`src/rtl/snax_acc_csr_manager.sv`:
```
// CSR manager between a core req/rsp port and the accelerator-side config interface.
// The core programs staged RW registers; a LAUNCH write copies them to the committed
// set and offers it to the accelerator with a valid/ready handshake.
module snax_acc_csr_manager #(
   parameter int unsigned RegRWCount   = 2,
   parameter int unsigned RegROCount   = 2,
   parameter int unsigned RegDataWidth = 32,
   parameter int unsigned RegAddrWidth = 32
) (
   input  logic                               clk_i,
   input  logic                               rst_ni,
   input  logic [RegAddrWidth-1:0]            csr_req_addr_i,
   input  logic [RegDataWidth-1:0]            csr_req_data_i,
   input  logic                               csr_req_write_i,
   input  logic                               csr_req_valid_i,
   output logic                               csr_req_ready_o,
   output logic [RegDataWidth-1:0]            csr_rsp_data_o,
   output logic                               csr_rsp_valid_o,
   input  logic                               csr_rsp_ready_i,
   output logic [RegRWCount*RegDataWidth-1:0] csr_reg_set_o,
   output logic                               csr_reg_set_valid_o,
   input  logic                               csr_reg_set_ready_i,
   input  logic [RegROCount*RegDataWidth-1:0] csr_reg_ro_set_i
);

   localparam int unsigned LaunchAddr = RegRWCount + RegROCount;

   typedef enum logic {
      ST_IDLE = 1'b0,
      ST_PEND = 1'b1
   } state_e;

   state_e                  r_state;
   state_e                  w_state_nxt;
   logic [RegDataWidth-1:0] r_staged [RegRWCount];
   logic [RegDataWidth-1:0] r_commit [RegRWCount];
   logic                    r_rsp_valid;
   logic [RegDataWidth-1:0] r_rsp_data;

   logic                    w_is_launch_req;
   logic                    w_rsp_stall;
   logic                    w_req_ready;
   logic                    w_accept;
   logic                    w_wr;
   logic                    w_rd;
   logic                    w_launch_go;
   logic                    w_set_valid;
   logic [RegDataWidth-1:0] w_rd_data;

   // A launch request that would start a new job (data bit 0 set)
   assign w_is_launch_req = csr_req_valid_i & csr_req_write_i & csr_req_data_i[0] &
                            (csr_req_addr_i == RegAddrWidth'(LaunchAddr));

   // Hold off all requests while a read response waits; hold off a second launch while pending
   assign w_rsp_stall = r_rsp_valid & ~csr_rsp_ready_i;
   assign w_req_ready = ~w_rsp_stall & ~((r_state == ST_PEND) & w_is_launch_req);

   assign w_accept    = csr_req_valid_i & w_req_ready;
   assign w_wr        = w_accept & csr_req_write_i;
   assign w_rd        = w_accept & ~csr_req_write_i;
   assign w_launch_go = w_wr & w_is_launch_req & (r_state == ST_IDLE);

   // Launch FSM state register
   always_ff @(posedge clk_i) begin
      if (!rst_ni) begin
         r_state <= ST_IDLE;
      end else begin
         r_state <= w_state_nxt;
      end
   end

   // Launch FSM next-state logic
   always_comb begin
      w_state_nxt = r_state;
      case (r_state)
         ST_IDLE: if (w_launch_go)         w_state_nxt = ST_PEND;
         ST_PEND: if (csr_reg_set_ready_i) w_state_nxt = ST_IDLE;
         default:                          w_state_nxt = ST_IDLE;
      endcase
   end

   // Launch FSM outputs: valid is a pure decode of the state register
   always_comb begin
      w_set_valid = 1'b0;
      if (r_state == ST_PEND) w_set_valid = 1'b1;
   end

   // Staged RW registers, written on accept in any launch state
   always_ff @(posedge clk_i) begin
      if (!rst_ni) begin
         for (int unsigned i = 0; i < RegRWCount; i++) r_staged[i] <= '0;
      end else begin
         for (int unsigned i = 0; i < RegRWCount; i++) begin
            if (w_wr && (csr_req_addr_i == RegAddrWidth'(i))) r_staged[i] <= csr_req_data_i;
         end
      end
   end

   // Committed set, snapshotted from staging when a launch starts
   always_ff @(posedge clk_i) begin
      if (!rst_ni) begin
         for (int unsigned i = 0; i < RegRWCount; i++) r_commit[i] <= '0;
      end else if (w_launch_go) begin
         for (int unsigned i = 0; i < RegRWCount; i++) r_commit[i] <= r_staged[i];
      end
   end

   // Read mux over the address map; unmapped addresses read as zero
   always_comb begin
      w_rd_data = '0;
      for (int unsigned i = 0; i < RegRWCount; i++) begin
         if (csr_req_addr_i == RegAddrWidth'(i)) w_rd_data = r_staged[i];
      end
      for (int unsigned j = 0; j < RegROCount; j++) begin
         if (csr_req_addr_i == RegAddrWidth'(RegRWCount + j))
            w_rd_data = csr_reg_ro_set_i[j*RegDataWidth +: RegDataWidth];
      end
      if (csr_req_addr_i == RegAddrWidth'(LaunchAddr))
         w_rd_data = {{(RegDataWidth-1){1'b0}}, (r_state == ST_PEND)};
   end

   // Read response register, held until the core takes it
   always_ff @(posedge clk_i) begin
      if (!rst_ni) begin
         r_rsp_valid <= 1'b0;
         r_rsp_data  <= '0;
      end else if (w_rd) begin
         r_rsp_valid <= 1'b1;
         r_rsp_data  <= w_rd_data;
      end else if (csr_rsp_ready_i) begin
         r_rsp_valid <= 1'b0;
      end
   end

   // Flatten the committed set, word 0 in the low bits
   always_comb begin
      csr_reg_set_o = '0;
      for (int unsigned i = 0; i < RegRWCount; i++)
         csr_reg_set_o[i*RegDataWidth +: RegDataWidth] = r_commit[i];
   end

   assign csr_req_ready_o     = w_req_ready;
   assign csr_rsp_valid_o     = r_rsp_valid;
   assign csr_rsp_data_o      = r_rsp_data;
   assign csr_reg_set_valid_o = w_set_valid;

endmodule
```
`config.mk`:
```
export PLATFORM = sky130hd
export DESIGN_NAME = snax_acc_csr_manager
export DESIGN_NICKNAME = d
export VERILOG_FILES = /design/src/rtl/snax_acc_csr_manager.sv
export SDC_FILE = /design/constraint.sdc
export NUM_CORES = 1
export LEC_CHECK = 0
export BUFFER_PORTS_ARGS = -buffer_cell sky130_fd_sc_hd__buf_2
export CAP_MARGIN = 20
export CORE_AREA = 2 2 123 125
export DETAILED_ROUTE_END_ITERATION = 7
export DIE_AREA = 0 0 125 127
export PLACE_DENSITY = 0.86
export SLEW_MARGIN = 0
export SYNTH_ARGS = -nofsm -noshare
export SYNTH_HDL_FRONTEND = slang
export SYNTH_SLANG_ARGS = --single-unit
```
`constraint.sdc`:
```
create_clock -name clk_i -period 5.7 [get_ports clk_i]
set_clock_uncertainty 0.05 [all_clocks]
set_input_delay 0.285 -clock clk_i [delete_from_list [all_inputs] [get_ports clk_i]]
set_output_delay 0.285 -clock clk_i [all_outputs]
set_load 0.05 [all_outputs]
```
Word-level counts from Yosys, hierarchy flattened
Memories as Yosys holds them, arrays and structs flattened.
Index checks and enable logic that the tools add are counted.
{"block": "classes", "eq_ne": 4, "mux": 24, "bitwise_logic": 20, "n_reduce_logical": 4}
{"op": "32-bit two-way mux", "count": 9}
{"op": "32-bit by 2-bit equality test with 1-bit output, second input constant", "count": 2}
{"op": "32-bit by 1-bit equality test with 1-bit output, second input constant", "count": 1}
{"op": "32-bit by 3-bit equality test with 1-bit output, second input constant", "count": 1}
{"op": "32-bit logical NOT", "count": 1}
{"op": "1-bit two-way mux", "count": 14}
{"op": "1-bit bitwise AND", "count": 11}
{"op": "1-bit NOT", "count": 5}
{"op": "1-bit OR", "count": 4}
{"op": "1-bit logical AND", "count": 2}
{"op": "1-bit one-hot mux with 2 select lines", "count": 1}
{"op": "2-bit nonzero test", "count": 1}
{"block": "word_totals", "regBits": 34, "ramBits": 128, "wordCells": 57, "memories": 2}
{"name": "r_commit", "depth": 2, "word_bits": 32, "read_ports": 2, "rd_clocked_by_memory_dff": 0, "write_ports": 2, "line_no": "36", "rtl": "logic [RegDataWidth-1:0] r_commit [RegRWCount];"}
{"name": "r_staged", "depth": 2, "word_bits": 32, "read_ports": 2, "rd_clocked_by_memory_dff": 0, "write_ports": 2, "line_no": "35", "rtl": "logic [RegDataWidth-1:0] r_staged [RegRWCount];"}

Logic depth before layout (Yosys ltp)
Gate-level depths: netlist (run 1).
{"block": "logic_depth", "word_depth": 14, "depth_mapped": 6, "ltp_nobuf": 4}

Least setup slack after synthesis (run 1)
Ideal clock, no wire load.
{"block": "synth_path", "kind": "input -> register", "start": "in csr_req_addr_i[17]", "end": "mem r_commit[0][0], enable pin", "setup_time_ns": 0.523, "arrival_ns": 4.633, "slack_ns": 0.494, "path_stages": 5, "path_buffers": 1, "path_cell_list": "nor4_1 -> and4_4 -> nand4_4 -> buf_6 -> o41ai_2"}
{"element": "start: declaration", "line_no": "12", "rtl": "input logic [RegAddrWidth-1:0] csr_req_addr_i,"}
{"element": "end: declaration", "line_no": "36"}

Worst setup path after layout (run 1)
{"block": "layout_path", "start": "in csr_req_addr_i[1]", "end": "out csr_req_ready_o"}
{"block": "layout_via", "elab_chain_len": 5}
{"element": "32-bit by 3-bit equality test with 1-bit output", "line_no": "52", "rtl": "(csr_req_addr_i == RegAddrWidth'(LaunchAddr));"}
{"element": "1-bit bitwise AND", "line_no": "51", "rtl": "assign w_is_launch_req = csr_req_valid_i & csr_req_write_i & csr_req_data_i[0] &"}
{"element": "1-bit bitwise AND", "line_no": "56", "rtl": "assign w_req_ready = ~w_rsp_stall & ~((r_state == ST_PEND) & w_is_launch_req);"}
{"element": "1-bit NOT", "line_no": "56"}
{"element": "1-bit bitwise AND", "line_no": "56"}
{"element": "end: declaration", "line_no": "16", "rtl": "output logic csr_req_ready_o,"}
No other way between the ends.

==> results of run 1 <==
[cells in the final DEF, fill, tap and decap left out, types with 2 or more instances in the layout]
master      Yosys  routed
buf_2          13     232
inv_1         128     128
edfxtp_1      128     128
nor3_1         67      67
nand2_1        35      35
dfxtp_1        34      34
mux4_2         32      32
nor3_2         30      30
o21ai_1        20      20
clkbuf_16       0      17
o21ai_0        14      13
buf_4           2       7
nor4_1          6       6
nor2_1          3       3
bufinv_16       0       3
clkinv_1        0       3
clkbuf_1       12       3
clkinv_2        0       3
nand4_4         2       2
nand3_1         2       2
nand2b_1        2       2
o21a_1          2       2
clkinvlp_4      0       2
[worst reg2reg max path, delay by kind of cell (launching register included)]
family | cells | cell delay (ps)
simple gates | 3 | 1430
compound gates | 1 | 200
flops | 1 | 310
buf+inv | 1 | 520
[final cells by class]
cell class                      count  area, um2
Multi-Input combinational cell    227       1920
Inverter                          128        480
Tap cell                          184        230
Timing Repair Buffer              241       1260
Sequential cell                   162       4520
Clock inverter                     12        140
Fill cell                        1119       5440
Clock buffer                       20        437
[per-stage QoR]
stage | std cells | instance area (um2) | hold slack (ps)
detailed placement | 942 | 8410 | 387
global placement | 940 | 8370 | 380
global route | 974 | 8990 | 115
CTS | 974 | 8990 | 75.5
finish | 974 | 8990 | 88.6
floorplan | 552 | 7080 | 427
[worst min path at each step]
stage                                    from            endpoint  slack (ps)
final                     csr_reg_set_ready_i             r_state          90
after global routing      csr_reg_set_ready_i             r_state         120
after CTS                 csr_reg_set_ready_i             r_state          80
after floorplan           csr_reg_set_ready_i             r_state         430
after global placement     csr_rsp_data_o[19]  csr_rsp_data_o[19]         380
after detailed placement   csr_rsp_data_o[28]  csr_rsp_data_o[28]         390
[sequential cells by signal, summed over array words and instances (netlist names)]
register,cells
csr_rsp_data_o,32
csr_rsp_valid_o,1
r_commit,64
r_staged,64
r_state,1
[power by group through the flow]
stage / Clock, W / Combinational (W) / Sequential (W)
finish: 0.00113 / 0.000253 / 0.00132
global route: 0.00120 / 0.000270 / 0.00132
CTS: 0.00114 / 0.000255 / 0.00132
detailed placement: 0 / 0.000254 / 0.00134
global placement: 0 / 0.000246 / 0.00134
floorplan: 0 / 0.000103 / 0.00140
[Yosys cell counts (all sizes together)]
| cell | n | area [um2] |
|---|---|---|
| inv | 128 | 480 |
| dfxtp | 34 | 681 |
| and4 | 2 | 21.3 |
| a21boi | 1 | 7.51 |
| clkbuf | 15 | 60.1 |
| edfxtp | 128 | 3840 |
| nand3b | 1 | 7.51 |
| nor4 | 6 | 37.5 |
| nand3 | 2 | 10.0 |
| nor2 | 3 | 11.3 |
| nor2b | 1 | 6.26 |
| buf | 20 | 129 |
| nor3b | 1 | 7.51 |
| nand2 | 35 | 131 |
| nand2b | 2 | 12.5 |
| nand4 | 3 | 48.8 |
| o21ai | 34 | 170 |
| nand4b | 1 | 8.76 |
| a22oi | 1 | 7.51 |
| o21a | 2 | 15.0 |
| o41ai | 2 | 25.0 |
| mux4 | 32 | 721 |
| and2 | 1 | 6.26 |
| nor3 | 97 | 636 |
[per-layer routing]
metal / vias up / GRT usage / share of wire
li1: 2361 / - / -
met1: 2429 / 0.270 / 0.37
met2: 253 / 0.421 / 0.54
met3: 25 / 0.0586 / 0.074
met4: 0 / 0.0719 / 0.015
met5: - / 0 / 0
[cells by family (layout without fill, tap and decap cells)]
logic type | after synthesis | after routing | share of synthesized area
buffers and inverters | 163 | 401 | 0.0945
AOI/OAI and AO/OA | 40 | 40 | 0.0318
muxes | 32 | 32 | 0.102
DFF | 162 | 162 | 0.639
and+or+nand+nor | 155 | 155 | 0.133
==> flow_summary.toml, run 1 <==
[outcome]
outcome = "finished clean"

[logic_synthesis]
netlist_area_um2 = 7080
ys_types = 33
syn_inst = 552
synth_nets = 686
synth.yosys.seq_area_share = 0.639
synth-seq-cells = 162
synth_warnings = 0
syn_area_per_cell_um2 = 12.8

[run]
drv_cap = 0

[clock_tree]
ctsResizeCount = 0
cts_tree = "built"
clk_pin_slew_worst_paths_ps = 60
clockBufferDepth = 2
h-tree-depth = 4
cts_buffers = 17
postCtsHoldBufs = 0
cts.sinks = 162
postCtsSetupRepairBufs = 0
clock_latency_ps = 420
root_buffer = "clkbuf_16"

[power_and_ir_drop]
power_density_nw_per_um2 = 300
p_leak_nw = 3.87
p_int_w = 0.00208
switchingPower_w = 0.000619
irDropWorstVdd_uv = 181
total_power_w = 0.00270
pwr-share-clk = 0.417
power.share.combinational = 0.094
switching_share = 0.230
power_frac_seq = 0.489

[sta]
maxSlewViolCount = 0
fin_crit_sh = 0.538
finalSetupViolCount = 0
fin_setup_tns_ps = 0
tightest_slew_ps = 948
setup_slack_ps = 2630
hold_violations = 0
slew_headroom = 0.366
maxClockFrequency_mhz = 326
rsz0062_at_grt = "false"
final.min_clock_period_ps = 3070

[place]
dpl.hpwl_mm = 12.3
dp_slack_ps = 2290
place.port_buffers = 232
gp_congestion = 0.819

[floorplan]
die_w_um = 125
io_pins = 233
dieArea_um2 = 15900
core-area_um2 = 14400
start_util = 0.491
die_h_um = 127
row_count = 44

[critical_path]
worst-path-buf-inv = 3
critical_path_class = "input port to output pin"
cp_slowest_stage_delay_ps = 580
r2r_end = "csr_rsp_data_o[21]"
r2r_slack_ps = 3090
path_depth = 6
reg2reg_from = "csr_rsp_valid_o"
critical-path-top-delay-family = "buffers and inverters"
crit_path_max_fanout = 35
crit_end = "csr_req_ready_o"
crit_path_start = "csr_req_addr_i[1]"
cp_common_cell = "buf_2"
arrival_ps = 2730
rr_worst_depth = 5
worstSetupEndpointType = "output pin"
slowest_stage = "nand4_4"
cp_cell_sequence = "buf_2 > nor3_1 > nand4_4 > buf_4 > o21a_1 > buf_2"
startpoint_type = "input port"
required_ps = 5370

[detailed_routing]
drt-initial-drc-count = 364
drc = 0
wirelength_mm = 17.8
wl_per_cell_um = 18.3
vias_per_cell = 5.20
drt_pass1_iterations = 5
num_vias = 5068
postRouteAntennaNets = 0

[grt]
grt_pass1_vias = 5251
antenna_found_initial = 0
grtUsageTotal = 0.231
grt_pass1_wl_mm = 27.5
grt_max_degree = 66
grt_overflow = 0

[cells_and_area]
diodes = 0
layout.nets = 911
syn_to_final_growth_pct = 26.9
final_util = 0.623
drive_gt1_frac = 0.425

[worst_hold_path]
hold_class = "input port to flip-flop"
min_path_cells = 3
Note: power is estimated with default switching activity, not from simulation.
==> run 2, diff against run 1 <==
--- a/config.mk
+++ b/config.mk
@@ -5,11 +5,12 @@
 export SDC_FILE = /design/constraint.sdc
 export NUM_CORES = 1
 export LEC_CHECK = 0
+export ABC_AREA = 1
 export BUFFER_PORTS_ARGS = -buffer_cell sky130_fd_sc_hd__buf_2
 export CAP_MARGIN = 20
-export CORE_AREA = 2 2 123 125
+export CORE_AREA = 2 2 128 130
 export DETAILED_ROUTE_END_ITERATION = 7
-export DIE_AREA = 0 0 125 127
+export DIE_AREA = 0 0 130 132
 export PLACE_DENSITY = 0.86
 export SLEW_MARGIN = 0
 export SYNTH_ARGS = -nofsm -noshare
==> constraint.sdc (replaced) <==
create_clock -name clk_i -period 2.9 [get_ports clk_i]
set_clock_uncertainty 0.05 [all_clocks]
set_input_delay 0.145 -clock clk_i [delete_from_list [all_inputs] [get_ports clk_i]]
set_output_delay 0.145 -clock clk_i [all_outputs]
set_load 0.05 [all_outputs]
==> run 2 against run 1 <==
Combinational power increased by 68%; power is 98% higher; via count is 25% higher; critical path depth fell by 1; sequential share of layout area is 4.3 points lower; critical path type is now flip-flop to flip-flop; critical endpoint is now r_staged[0][8]; largest cell class unchanged.
==> flow_summary.toml, run 2 <==
[outcome]
outcome = "finished clean"

[sta]
fin_crit_sh = 0.693
slew_headroom = 0.379
tightest_slew_ps = 930
maxClockFrequency_mhz = 498
final.min_clock_period_ps = 2010
fin_setup_tns_ps = 0
rsz0062_at_grt = "false"
maxSlewViolCount = 0
finalSetupViolCount = 0
hold_violations = 0

[grt]
antenna_found_initial = 1
grt_pass1_wl_mm = 31.3
grtUsageTotal = 0.240
grt_pass1_vias = 6336
grt_max_degree = 49
grt_overflow = 0

[clock_tree]
root_buffer = "clkbuf_16"
ctsResizeCount = 0
h-tree-depth = 4
postCtsSetupRepairBufs = 0
cts_tree = "built"
clock_latency_ps = 430
postCtsHoldBufs = 2
cts_buffers = 17
cts.sinks = 162
clk_pin_slew_worst_paths_ps = 60
clockBufferDepth = 2

[logic_synthesis]
synthFlopType = "edfxtp_1"
syn_inst = 825
synth_top_area_share = 0.493
synth_nets = 959
synthArstFlopShare = 0
post-synth-top-count-cell = "nand2_1"
synth_top_cell_by_area = "edfxtp_1"
syn_area_per_cell_um2 = 9.46
synth-edff-count = 128
netlist_area_um2 = 7800
synth_warnings = 0
ys_types = 24
netlist_top_cells_area = "edfxtp_1 49%, nand2_1 9.1%, dfxtp_1 8.7%"
synth.yosys.seq_area_share = 0.580
synth_common_cells = "190 x nand2_1, 128 x edfxtp_1, 119 x inv_1"
synth-seq-cells = 162

[critical_path]
critical_path_class = "flip-flop to flip-flop"
worstSetupEndpointType = "flip-flop"
arrival_ps = 2200
crit_path_max_fanout = 32
required_ps = 3090
startpoint_type = "flip-flop"

[cells_and_area]
drive_gt1_frac = 0.326
layout.nets = 1189
syn_to_final_growth_pct = 25.9
final_cell_mix = "232 x buf_2, 189 x nand2_1, 128 x edfxtp_1"
fin_area_um2 = 9830
layout_commonest_cell = "buf_2"

[floorplan]
start_util = 0.497
die_w_um = 130
io_pins = 233
die_h_um = 132
core-area_um2 = 15700
dieArea_um2 = 17200
row_count = 46

[place]
dpl.hpwl_mm = 13.7
place.port_buffers = 232
place_area_um2 = 9170
gp_congestion = 0.859

[power_and_ir_drop]
irDropWorstVdd_uv = 383
p_leak_nw = 4.29
power_frac_seq = 0.482
switchingPower_w = 0.00121
switching_share = 0.227
power.share.combinational = 0.080
power_density_nw_per_um2 = 544
pwr-share-clk = 0.438
p_int_w = 0.00413

[detailed_routing]
postRouteAntennaNets = 0
wirelength_mm = 20.2
drc = 0
drt-initial-drc-count = 528
wl_per_cell_um = 15.7
vias_per_cell = 4.95
num_vias = 6359
drt_pass1_iterations = 5

[worst_hold_path]
hold_class = "input port to flip-flop"

[run]
drv_cap = 0
-- run 2: metrics by stage --
| step | hold WS (ps) | std cells | total power, W | setup WS (ps) | utilization |
|---|---|---|---|---|---|
| 6_report | 8.41 | 1285 | 0.00535 | 890 | 0.625 |
| 5_1_grt | 6.80 | 1285 | 0.00549 | 699 | 0.625 |
| 4_1_cts | 2.84 | 1283 | 0.00535 | 639 | 0.624 |
| 3_5_place_dp | 288 | 1249 | 0.00305 | 377 | 0.583 |
| 3_3_place_gp | 280 | 1249 | 0.00304 | 453 | 0.583 |
| 2_1_floorplan | 191 | 825 | 0.00287 | 351 | - |
-- run 2: final timing paths --
kind | from | to | slack (ps) | cells past startpoint
hold / removal | csr_req_data_i[24] | r_staged[0][24] | 8 | 3
hold reg to reg | csr_rsp_data_o[9] | csr_rsp_data_o[9] | 410 | 2
setup / recovery | csr_rsp_valid_o | r_staged[0][8] | 890 | 5
setup reg to reg | csr_rsp_valid_o | r_staged[0][8] | 890 | 5
-- run 2: cell families (layout without fill, tap and decap cells) --
| logic type | count (synthesis) | after routing | synth area share |
|---|---|---|---|
| AND/OR/NAND/NOR | 404 | 404 | 0.261 |
| flip-flops | 162 | 162 | 0.580 |
| other | 0 | 1 | 0 |
| AO/OA/AOI/OAI | 99 | 99 | 0.0640 |
| buffers and inverters | 160 | 403 | 0.0949 |
-- run 2: metal layers --
layer | GRT usage | share of wire | vias up | wire, um
li1 | - | - | 3085 | -
met1 | 0.282 | 0.38 | 2938 | 7760
met2 | 0.426 | 0.52 | 296 | 10500
met3 | 0.0442 | 0.069 | 40 | 1390
met4 | 0.103 | 0.028 | 0 | 558
met5 | 0 | 0 | - | 0
-- run 2: cell type report --
cell class	count	area [um2]
Multi-Input combinational cell	503	2600
Clock inverter	11	160
Tap cell	216	270
Inverter	120	450
Antenna cell	1	2.50
Timing Repair Buffer	251	1370
Fill cell	1278	5890
Clock buffer	21	450
Sequential cell	162	4520
-- run 2: worst max-delay path, cell delays in order, from the launching register on --
cell	delay, ps
dfxtp_1	310
nand2_1	180
nand3_2	120
nor2_4	160
nand3_2	610
nor2_1	370
-- run 2: power by group through the flow --
stage | Sequential [W] | Combinational (W) | Clock, W
floorplan | 0.00276 | 0.000107 | 0
global placement | 0.00263 | 0.000411 | 0
detailed placement | 0.00263 | 0.000418 | 0
CTS | 0.00258 | 0.000422 | 0.00235
global route | 0.00258 | 0.000456 | 0.00245
finish | 0.00258 | 0.000425 | 0.00234
==> run 3, diff against run 2 <==
--- a/config.mk
+++ b/config.mk
@@ -8,10 +8,10 @@
 export ABC_AREA = 1
 export BUFFER_PORTS_ARGS = -buffer_cell sky130_fd_sc_hd__buf_2
 export CAP_MARGIN = 20
-export CORE_AREA = 2 2 128 130
+export CORE_AREA = 2 2 132 134
 export DETAILED_ROUTE_END_ITERATION = 7
-export DIE_AREA = 0 0 130 132
-export PLACE_DENSITY = 0.86
+export DIE_AREA = 0 0 134 136
+export PLACE_DENSITY = 0.85
 export SLEW_MARGIN = 0
 export SYNTH_ARGS = -nofsm -noshare
 export SYNTH_HDL_FRONTEND = slang
==> constraint.sdc (replaced) <==
create_clock -name clk_i -period 1.7 [get_ports clk_i]
set_clock_uncertainty 0.05 [all_clocks]
set_input_delay 0.085 -clock clk_i [delete_from_list [all_inputs] [get_ports clk_i]]
set_output_delay 0.085 -clock clk_i [all_outputs]
set_load 0.05 [all_outputs]
==> run 3 against run 2 <==
Clock-buffer cell count decreased by 3; core utilization increased by 2.2 points; flip-flop and latch count unchanged; first-iteration DRC count increased by 4.5%; via count increased by 10%; sequential power increased by 71%; clock power increased by 72%; critical path depth increased by 2; worst hold slack improved by 4.0 ps; critical endpoint is now r_commit[0][18].
==> flow_summary.toml, run 3 (synthesis results as in run 2) <==
[power_and_ir_drop]
total_power_w = 0.00935
p_leak_nw = 4.77
power_density_nw_per_um2 = 856
irDropWorstVdd_uv = 682

[grt]
grt_pass1_wl_mm = 34.4
grt_max_degree = 32
grt_pass1_vias = 6897
grt_overflow = 0
grtUsageTotal = 0.250
antenna_found_initial = 0

[floorplan]
die_w_um = 134
core-area_um2 = 16900
start_util = 0.462
dieArea_um2 = 18200
die_h_um = 136
row_count = 48
io_pins = 233

[cells_and_area]
final_cell_mix = "232 x buf_2, 185 x nand2_1, 128 x edfxtp_1"
syn_to_final_growth_pct = 39.9
layout_commonest_cell = "buf_2"
final_cells = 1384
drive_gt1_frac = 0.347
diodes = 0
final_util = 0.647
layout.nets = 1280

[sta]
hold_violations = 0
tightest_slew_ps = 598
fin_crit_sh = 0.969
setup_slack_ps = 51.9
maxSlewViolCount = 0
final.min_clock_period_ps = 1650
slew_headroom = 0.600
maxClockFrequency_mhz = 607
finalSetupViolCount = 0

[place]
dpl.hpwl_mm = 14.9
place.port_buffers = 232
dp_slack_ps = -193
gp_congestion = 0.842
placed_cells_incl_taps = 1286

[detailed_routing]
vias_per_cell = 5.07
drt_pass1_iterations = 5
postRouteAntennaNets = 0
drt-initial-drc-count = 552
wl_per_cell_um = 16.9
num_vias = 7015
drc = 0
wirelength_mm = 23.3

[clock_tree]
clock_latency_ps = 430
clockBufferDepth = 2
cts_tree = "built"
cts.sinks = 162
clk_pin_slew_worst_paths_ps = 60
root_buffer = "clkbuf_16"
cts_buffers = 17
h-tree-depth = 4

[worst_hold_path]
hold_class = "input port to flip-flop"
min_path_cells = 3
holdPathEnd = "r_staged[0][33]"
hold_path.startpoint = "csr_req_data_i[1]"

[critical_path]
r2r_slack_ps = 50
arrival_ps = 1740
rr_worst_depth = 7
r2r_end = "r_commit[0][18]"
reg2reg_from = "csr_rsp_valid_o"
crit_path_max_fanout = 13
startpoint_type = "flip-flop"
required_ps = 1800
critical_path_class = "flip-flop to flip-flop"
worstSetupEndpointType = "flip-flop"

[outcome]
outcome = "finished clean"

[run]
drv_cap = 0
## run 3: cell count changes in the layout (fill, tap and decap cells not counted), sizes merged
cell / previous run / this run
clkinv: 5 / 6
diode: 1 / 0
clkinvlp: 2 / 3
buf: 249 / 283
nor2: 165 / 166
inv: 120 / 121
dlygate4sd3: 2 / 55
## run 3: worst max-delay path by stage
stage	startpoint	to	slack (ps)	cells after the start
detailed placement	csr_req_addr_i[2]	csr_rsp_data_o[7]	-190	13
global placement	csr_req_addr_i[2]	csr_rsp_data_o[10]	-150	13
finish	csr_rsp_valid_o	r_commit[0][18]	50	7
CTS	csr_rsp_valid_o	r_commit[0][2]	4	6
global route	csr_rsp_valid_o	r_commit[0][17]	-10	7
floorplan	r_state	r_commit[0][0]	-670	5
## run 3: layer usage
layer	vias up	global-route usage	routed length, um
met5	-	0	0
met3	65	0.0529	1740
li1	3273	-	-
met1	3281	0.289	8900
met4	0	0.117	727
met2	396	0.444	12000
## run 3: power by group
part / total, W / leakage (nW) / switching (W) / internal [W]
clock network: 0.00402 / 0.291 / 0.00157 / 0.00245
logic: 0.000928 / 2.87 / 0.000575 / 0.000353
registers: 0.00440 / 1.61 / 0.0000428 / 0.00436
## run 3: final cells by class
type / instances / area [um2]
Tap cell: 225 / 282
Inverter: 120 / 450
Fill cell: 1237 / 5960
Timing Repair Buffer: 341 / 2370
Clock inverter: 14 / 186
Multi-Input combinational cell: 504 / 2670
Sequential cell: 162 / 4530
Clock buffer: 18 / 429
## run 3: timing repair
action	4_1_cts	5_1_grt
cloned	0	6
pin swaps	5	1
buffers inserted	0	5
hold buffers	55	0
endpoints found under the hold margin	86	0
gates resized for setup	1	4
endpoints found under the setup margin	38	81
## run 3: worst max-delay path, stage by stage, from the launching register on
cell	delay (ps)
dfxtp_4	360
nand2_8	90
nand3_2	100
nor2_4	120
inv_2	60
o21ai_4	240
buf_6	180
buf_12	150
## run 3: stage by stage
step           TNS, ps  hold WS [ps]  instance area, um2
2_1_floorplan   -58450           120                7870
3_5_place_dp    -21970           227                9570
4_1_cts              0          4.87               10700
3_3_place_gp    -14960           225                9570
6_report             0          12.4               10900
5_1_grt           -150          5.53               10900
